**src/rtl/adc_scan_scheduler.sv**
```systemverilog
`timescale 1ns/1ps
`default_nettype none
// ============================================================================
//  Module      : adc_scan_scheduler
//  Description : Periodic channel scanner for the serial ADC reader. On each
//                period tick it walks the enabled channels in ascending
//                order, issues one conversion per channel, forwards each
//                result tagged with its channel and flags timeouts/overruns.
//  Revision    : 1.0 - initial release
// ============================================================================
module adc_scan_scheduler #(
  parameter int NUM_CH  = 4,
  parameter int CH_W    = 2,
  parameter int PERIOD  = 50000,
  parameter int TIMEOUT = 20000
) (
  input  logic              clk,
  input  logic              rst,
  input  logic              enable,
  input  logic [NUM_CH-1:0] ch_mask,
  input  logic              clr_err,
  output logic              conv_start,
  output logic [CH_W-1:0]   conv_ch,
  input  logic              conv_done,
  input  logic [11:0]       conv_data,
  output logic              result_valid,
  output logic [CH_W-1:0]   result_ch,
  output logic [11:0]       result_data,
  output logic              scan_done,
  output logic              busy,
  output logic              timeout_err,
  output logic              overrun
);

  localparam int c_PW = $clog2(PERIOD);
  localparam int c_TW = $clog2(TIMEOUT);
  localparam logic [c_PW-1:0] c_PERIOD_LAST  = c_PW'(PERIOD - 1);
  localparam logic [c_TW-1:0] c_TIMEOUT_LAST = c_TW'(TIMEOUT - 1);

  localparam logic [2:0] c_IDLE      = 3'd0;
  localparam logic [2:0] c_WAIT_TICK = 3'd1;
  localparam logic [2:0] c_ISSUE     = 3'd2;
  localparam logic [2:0] c_WAIT_DONE = 3'd3;
  localparam logic [2:0] c_NEXT      = 3'd4;

  logic [2:0]        r_state;
  logic [c_PW-1:0]   r_pcnt;
  logic              r_tick;
  logic [c_TW-1:0]   r_tcnt;
  logic [NUM_CH-1:0] r_scan_mask;
  logic [CH_W-1:0]   r_conv_ch;
  logic              r_result_valid;
  logic [CH_W-1:0]   r_result_ch;
  logic [11:0]       r_result_data;
  logic              r_scan_done;
  logic              r_busy;
  logic              r_timeout_err;
  logic              r_overrun;

  logic [CH_W-1:0]   w_first_ch;
  logic              w_mask_any;
  logic [CH_W-1:0]   w_next_ch;
  logic              w_next_found;
  logic              w_timeout_evt;
  logic              w_overrun_evt;

  // Period counter; the tick is registered so the FSM sees it one cycle after
  // the terminal count, giving the two-cycle tick-to-request latency.
  always_ff @(posedge clk or negedge rst) begin
    if (!rst) begin
      r_pcnt <= '0;
      r_tick <= 1'b0;
    end else if (!enable) begin
      r_pcnt <= '0;
      r_tick <= 1'b0;
    end else begin
      r_tick <= (r_pcnt == c_PERIOD_LAST);
      r_pcnt <= (r_pcnt == c_PERIOD_LAST) ? '0 : r_pcnt + 1'b1;
    end
  end

  // Lowest enabled channel of the live mask, used when a scan starts.
  always_comb begin
    w_first_ch = '0;
    w_mask_any = |ch_mask;
    for (int i = NUM_CH - 1; i >= 0; i--) begin
      if (ch_mask[i]) w_first_ch = CH_W'(i);
    end
  end

  // Next enabled channel above the current one in the latched scan mask.
  always_comb begin
    w_next_ch    = '0;
    w_next_found = 1'b0;
    for (int i = NUM_CH - 1; i >= 0; i--) begin
      if (r_scan_mask[i] && (i > int'(r_conv_ch))) begin
        w_next_ch    = CH_W'(i);
        w_next_found = 1'b1;
      end
    end
  end

  // A done arriving in the timeout cycle takes priority, so it is not an error.
  assign w_timeout_evt = (r_state == c_WAIT_DONE) && !conv_done && (r_tcnt == c_TIMEOUT_LAST);
  assign w_overrun_evt = r_tick && r_busy;

  // Scan sequencer.
  always_ff @(posedge clk or negedge rst) begin
    if (!rst) begin
      r_state        <= c_IDLE;
      r_tcnt         <= '0;
      r_scan_mask    <= '0;
      r_conv_ch      <= '0;
      r_result_valid <= 1'b0;
      r_result_ch    <= '0;
      r_result_data  <= '0;
      r_scan_done    <= 1'b0;
      r_busy         <= 1'b0;
    end else begin
      r_result_valid <= 1'b0;
      r_scan_done    <= 1'b0;
      case (r_state)
        c_IDLE: begin
          if (enable) r_state <= c_WAIT_TICK;
        end
        c_WAIT_TICK: begin
          if (!enable) begin
            r_state <= c_IDLE;
          end else if (r_tick && w_mask_any) begin
            r_scan_mask <= ch_mask;
            r_conv_ch   <= w_first_ch;
            r_busy      <= 1'b1;
            r_state     <= c_ISSUE;
          end
        end
        c_ISSUE: begin
          r_tcnt  <= '0;
          r_state <= c_WAIT_DONE;
        end
        c_WAIT_DONE: begin
          if (conv_done) begin
            r_result_valid <= 1'b1;
            r_result_ch    <= r_conv_ch;
            r_result_data  <= conv_data;
            r_state        <= c_NEXT;
          end else if (r_tcnt == c_TIMEOUT_LAST) begin
            r_state <= c_NEXT;
          end else begin
            r_tcnt <= r_tcnt + 1'b1;
          end
        end
        c_NEXT: begin
          if (!enable) begin
            r_busy  <= 1'b0;
            r_state <= c_IDLE;
          end else if (w_next_found) begin
            r_conv_ch <= w_next_ch;
            r_state   <= c_ISSUE;
          end else begin
            r_scan_done <= 1'b1;
            r_busy      <= 1'b0;
            r_state     <= c_WAIT_TICK;
          end
        end
        default: r_state <= c_IDLE;
      endcase
    end
  end

  // Sticky error flags; a new event beats a simultaneous clear.
  always_ff @(posedge clk or negedge rst) begin
    if (!rst) begin
      r_timeout_err <= 1'b0;
      r_overrun     <= 1'b0;
    end else begin
      if (w_timeout_evt)  r_timeout_err <= 1'b1;
      else if (clr_err)   r_timeout_err <= 1'b0;
      if (w_overrun_evt)  r_overrun <= 1'b1;
      else if (clr_err)   r_overrun <= 1'b0;
    end
  end

  assign conv_start   = (r_state == c_ISSUE);
  assign conv_ch      = r_conv_ch;
  assign result_valid = r_result_valid;
  assign result_ch    = r_result_ch;
  assign result_data  = r_result_data;
  assign scan_done    = r_scan_done;
  assign busy         = r_busy;
  assign timeout_err  = r_timeout_err;
  assign overrun      = r_overrun;

endmodule
`default_nettype wire

```
**config.mk**
```make
export PLATFORM = sky130hd
export DESIGN_NAME = adc_scan_scheduler
export DESIGN_NICKNAME = d
export VERILOG_FILES = /design/src/rtl/adc_scan_scheduler.sv
export SDC_FILE = /design/constraint.sdc
export NUM_CORES = 1
export LEC_CHECK = 0
export ABC_AREA = 1
export CAP_MARGIN = 0
export CORE_MARGIN = 3
export CORE_UTILIZATION = 45
export CTS_CLUSTER_SIZE = 24
export DETAILED_ROUTE_END_ITERATION = 10
export PLACE_DENSITY = 0.79
export SYNTH_ARGS = -nofsm -noshare
export SYNTH_HDL_FRONTEND = slang
export SYNTH_SLANG_ARGS = --single-unit
```
**constraint.sdc**
```tcl
create_clock -name clk -period 2.05 [get_ports clk]
set_clock_uncertainty 0.1 [all_clocks]
set_input_delay 0.205 -clock clk [delete_from_list [all_inputs] [get_ports clk]]
set_output_delay 0.205 -clock clk [all_outputs]
set_load 0.01 [all_outputs]
```
**After elaboration in Yosys (flattened, before gate mapping)**

Cells that the tools add are included.

- Input port bits: 21
- Flip-flop bits (word level): 60

- Muxes and demuxes: 42
- Reductions and logical operators: 20
- Eq/ne operators: 16
- Add/subtract/negate cells: 2
- Magnitude comparators: 3

Operator list:

| cell | number |
|---|---|
| 16-bit two-way mux | 2 |
| 15-bit two-way mux | 2 |
| 15-bit one-hot mux with 2 select lines | 1 |
| 2-bit two-way mux | 13 |
| 16-bit by 1-bit adder with 16-bit output, second input constant | 1 |
| 16-bit == test, second input constant | 1 |
| 1-bit two-way mux | 16 |
| 15-bit by 1-bit adder with 15-bit output, second input constant | 1 |
| 15-bit == test, second input constant | 1 |
| 3-bit two-way mux | 5 |
| 3-bit one-hot mux with 5 select lines | 1 |
| 2-bit inequality test, second input constant | 7 |
| 3-bit AND reduction | 3 |
| 2-bit nonzero test | 4 |
| 1-bit logical AND | 7 |
| 3-bit by 2-bit == test with 1-bit output, second input constant | 2 |
| 3-bit inequality test, second input constant | 2 |
| 5-bit AND reduction | 1 |
| 2-bit greater-than comparator, first input constant | 2 |
| 2-bit one-hot mux with 2 select lines | 1 |
| 4-bit AND reduction | 1 |
| 4-bit OR reduction | 1 |
| 3-bit by 1-bit == test with 1-bit output, second input constant | 1 |
| 3-bit == test, second input constant | 1 |
| other kinds (6) | 6 |

**Logic depth before layout (Yosys ltp)**

- Depth in word-level cells: 8
- Mapped depth: 10

**Worst setup path after synthesis**

OpenSTA, ideal clock, no wires.

- Path type: flip-flop to flip-flop
- Start: register r_tcnt[0]
- End: register r_tcnt[11]
- Stages on the path, launching flop included: 8
- Path slack: 445 ps
- Required time: 1824 ps
- Library setup time: 126 ps
- Path buffers: 1
- Data arrival time: 1379 ps
- Cells stage by stage: dfrtp_1 -> ha_1 -> nand3_1 -> nor2_2 -> nand2_2 -> a21oi_4 -> buf_6 -> o21ai_0

- Longest elaborated chain between the ends: 4
- Elaborated cells between the ends (all ways): 7
- Those cells by class: 1 x add/sub; 2 x eq/ne; 3 x mux; 1 x reduce/logical

RTL lines:

| element | line | text |
|---|---|---|
| from (decl) | 49 | `logic [c_TW-1:0] r_tcnt;` |
| from (signal assigned) | 149 | `r_tcnt <= r_tcnt + 1'b1;` |
| 15-bit by 1-bit adder with 15-bit output | 149 |  |
| 15-bit two-way mux | 146 | `end else if (r_tcnt == c_TIMEOUT_LAST) begin` |
| 15-bit two-way mux | 141 | `if (conv_done) begin` |
| 15-bit one-hot mux with 2 select lines | 122 | `case (r_state)` |

Parallel ways exist; a longest one is shown, timed or not. The select of a mux whose other input is x is not followed.
A chain may end at the register's enable or synchronous reset.

**Final worst setup path**

- Start: register r_state[2]
- End: output conv_start

- Longest elaborated chain between the ends: 1

RTL lines:

| element | line | text |
|---|---|---|
| from (decl) | 46 | `logic [2:0] r_state;` |
| from (signal assigned) | 110 | `r_state <= c_IDLE;` |
| from (signal assigned) | 124 | `if (enable) r_state <= c_WAIT_TICK;` |
| from (signal assigned) | 128 | `r_state <= c_IDLE;` |
| 3-bit by 2-bit == test with 1-bit output | 183 | `assign conv_start = (r_state == c_ISSUE);` |
| to (decl) | 22 | `output logic conv_start,` |

Every way passes these cells.

==> results.py <==
metrics = {
    "yosys": {
        "synth_cell_type_count": 28,
        "yosysWarnings": 0,
        "netlist_area_um2": 3090,
        "syn_inst": 419,
        "avgSynthCellArea_um2": 7.38,
        "synth_fp_nets": 442,
        "seq_area_frac_synth_pct": 47.8,
        "synth_seq_cells": 59,
    },
    "global_route": {
        "grtUsageTotal_pct": 19.4,
        "grt_max_degree": 53,
        "antenna_found_initial": 0,
        "grt_pass1_wl_mm": 11.9,
        "grt_overflow": 0,
        "grt_pass1_vias": 2739,
    },
    "timing": {
        "setup_viol": 0,
        "worstMarginPinSlew_ns": 0.550,
        "rsz0062_at_grt": "false",
        "whs_ns": 0.134,
        "hold_violations": 0,
        "fmax_mhz": 514,
        "post-route-period-util_pct": 94.8,
        "period_needed_ns": 1.94,
        "finalMaxSlewViolations": 0,
        "tns_ns": 0,
        "max-slew-margin-rel_pct": 63.1,
    },
    "clock_network": {
        "tritoncts": "built",
        "clk_latency_ns": 0.35,
        "cts_num_sinks": 59,
        "clkTransAtPathRegs_ns": 0.07,
        "root_buffer": "clkbuf_8",
        "htreeDepth": 3,
        "clockBufferDepth": 2,
        "numCtsBuffers": 9,
    },
    "placement": {
        "place_hpwl_mm": 5.08,
        "dp.cells": 537,
        "finalWeightedCongestion": 0.907,
        "port_buffers": 42,
    },
    "finish": {
        "final_nets": 496,
        "fin_cells": 555,
        "area_growth_pct": 25.9,
        "diodes": 0,
        "drive_gt1_share_pct": 7.11,
        "utilization_pct": 59.9,
    },
    "die": {
        "ioPinCount": 43,
        "coreArea_um2": 6490,
        "die_area_um2": 7900,
        "die_h_um": 88.9,
        "num_rows": 29,
        "initial_core_util_pct": 47.6,
        "die_x_um": 88.9,
    },
    "drt": {
        "num_vias": 2894,
        "first_iter_violations": 160,
        "wire_per_inst_um": 12.9,
        "ant_nets": 0,
        "dr.pass1.iters": 5,
        "totalWireLength_mm": 7.14,
        "drc": 0,
        "detail_route.vias_per_cell": 5.21,
    },
    "pwr": {
        "p_sw_mw": 1.14,
        "p_total_mw": 3.80,
        "swShare_pct": 29.9,
        "power_frac_seq_pct": 39.0,
        "p_clk_share_pct": 34.5,
        "leakage_nw": 1.85,
        "vdd_drop_max_uv": 514,
        "p_int_mw": 2.66,
        "p_comb_share_pct": 26.5,
        "power_density_nw_per_um2": 977,
    },
    "setup_path": {
        "cp-start-kind": "register",
        "required_ns": 1.75,
        "worstPathArrival_ns": 1.64,
        "critPathKind": "reg2out",
        "endpoint_kind": "output port",
        "crit_path_max_fanout": 5,
    },
    "job": {
        "drv_cap": 0,
    },
    "min_path": {
        "hp-class": "in2async",
    },
    "outcome": {
        "status": "finished clean",
    },
}
power by group through the flow:
| stage | Clock, mW | Combinational [mW] | Sequential [mW] |
|---|---|---|---|
| 2_1_floorplan | 0 | 0.429 | 1.54 |
| 3_3_place_gp | 0 | 0.950 | 1.49 |
| 3_5_place_dp | 0 | 0.975 | 1.49 |
| 4_1_cts | 1.33 | 0.978 | 1.48 |
| 5_1_grt | 1.39 | 1.11 | 1.51 |
| 6_report | 1.31 | 1.01 | 1.48 |
cell families after synthesis:
| kind of cell | after synthesis | share of synthesized area (%) |
|---|---|---|
| XOR/XNOR | 9 | 2.55 |
| AND/OR/NAND/NOR | 263 | 36.2 |
| buffers and inverters | 54 | 6.92 |
| AO/OA/AOI/OAI | 32 | 5.75 |
| flip-flops | 59 | 47.8 |
| adder cells (fa/ha/maj) | 2 | 0.809 |
path summary, 6_finish.rpt:
path / cells after the start / end / start / slack (ns)
min in group clk: 3 / result_data[5]$_DFFE_PN0P_ / conv_data[5] / 0.29
worst min-delay path: 2 / r_tcnt[8]$_DFFE_PN0P_ / rst / 0.13
worst min register to register: 1 / r_pcnt[0]$_DFF_PN0_ / r_pcnt[0]$_DFF_PN0_ / 0.37
worst max-delay path: 4 / conv_start / r_state[2]$_DFFE_PN0P_ / 0.11
max in group asynchronous: 3 / result_data[3]$_DFFE_PN0P_ / rst / 1.19
worst max register to register: 8 / r_pcnt[14]$_DFF_PN0_ / r_pcnt[0]$_DFF_PN0_ / 0.16
synthesized netlist by cell type:
cell | instances | area, µm²
a21oi_1 | 8 | 40.0
a21oi_4 | 1 | 16.3
a31oi_1 | 1 | 6.26
and3_1 | 1 | 6.26
buf_2 | 3 | 15.0
buf_6 | 1 | 11.3
clkbuf_1 | 1 | 3.75
clkinv_1 | 1 | 3.75
dfrtp_1 | 59 | 1480
ha_1 | 2 | 25.0
inv_1 | 47 | 176
inv_2 | 1 | 3.75
nand2_1 | 141 | 529
nand2_2 | 2 | 12.5
nand3_1 | 40 | 200
nand3_2 | 1 | 10.0
nand3b_1 | 1 | 7.51
nand4_1 | 8 | 50.1
nor2_1 | 51 | 191
nor2_2 | 1 | 6.26
nor2_4 | 2 | 22.5
nor3_1 | 11 | 55.1
nor3b_1 | 3 | 22.5
o21ai_0 | 20 | 100
o21bai_1 | 2 | 15.0
or2_2 | 1 | 6.26
xnor2_1 | 1 | 8.76
xor2_1 | 8 | 70.1
metal layers:
layer / share of wire [%] / wire [µm] / GRT usage, %
met5: 0 / 0 / 0
met4: 2.3 / 163 / 8.38
met3: 6.7 / 476 / 4.61
met2: 47 / 3320 / 32.1
met1: 45 / 3180 / 24.4
critical path, stage by stage, from the launching register on:
cell	delay [ns]
dfrtp_1	0.41
inv_2	0.11
nand3_2	0.11
inv_2	0.12
clkdlybuf4s50_1	0.54
cells in the final DEF, fill, tap and decap left out:
master	Yosys	final
nor2_2	1	1
nor2_4	2	2
buf_12	0	2
buf_2	3	1
nor3_1	11	11
a21oi_4	1	1
a21oi_1	8	8
nand2_2	2	2
clkinv_1	1	1
o21ai_0	20	20
or2_2	1	1
xor2_1	8	8
inv_2	1	4
clkdlybuf4s50_1	0	41
ha_1	2	2
clkbuf_8	0	10
nand3_1	40	39
nand2_1	141	141
clkinv_2	0	2
dlygate4sd3_1	0	1
bufinv_16	0	3
dfrtp_1	59	59
nand3b_1	1	1
nor2_1	51	51
and3_1	1	1
nor3b_1	3	3
nand4_1	8	8
buf_4	0	3
a31oi_1	1	1
inv_1	47	44
clkbuf_1	1	1
o21bai_1	2	2
xnor2_1	1	1
nand3_2	1	2
sequential cells by signal, indices dropped and copies added (netlist names), 2 cells and up:
register	flops
r_tcnt	15
result_data	12
r_scan_mask	3
r_state	3
result_ch	2
conv_ch	2
r_pcnt	16
through the flow:
step | cell area [µm²] | worst slack [ns]
global placement | 3620 | 0.266
global route | 3890 | 0.000799
detailed placement | 3620 | 0.160
floorplan | 3090 | 0.445
finish | 3890 | 0.106
CTS | 3870 | 0.00538
layout make-up:
| cell class | count | area (µm²) |
|---|---|---|
| Sequential cell | 59 | 1480 |
| Timing Repair Buffer | 48 | 488 |
| Inverter | 49 | 184 |
| Clock inverter | 5 | 100 |
| Fill cell | 583 | 2600 |
| Multi-Input combinational cell | 306 | 1410 |
| Clock buffer | 11 | 141 |
| Tap cell | 77 | 96.3 |
repair_timing:
| action | CTS | global route |
|---|---|---|
| endpoints found under the setup margin | 1 | 4 |
| setup buffers | 0 | 1 |
| endpoints found under the hold margin | 59 | 0 |
| gates resized for setup | 1 | 3 |
| pin swaps | 0 | 1 |
| hold buffers | 1 | 0 |
Power figures use the tool's default switching activity.
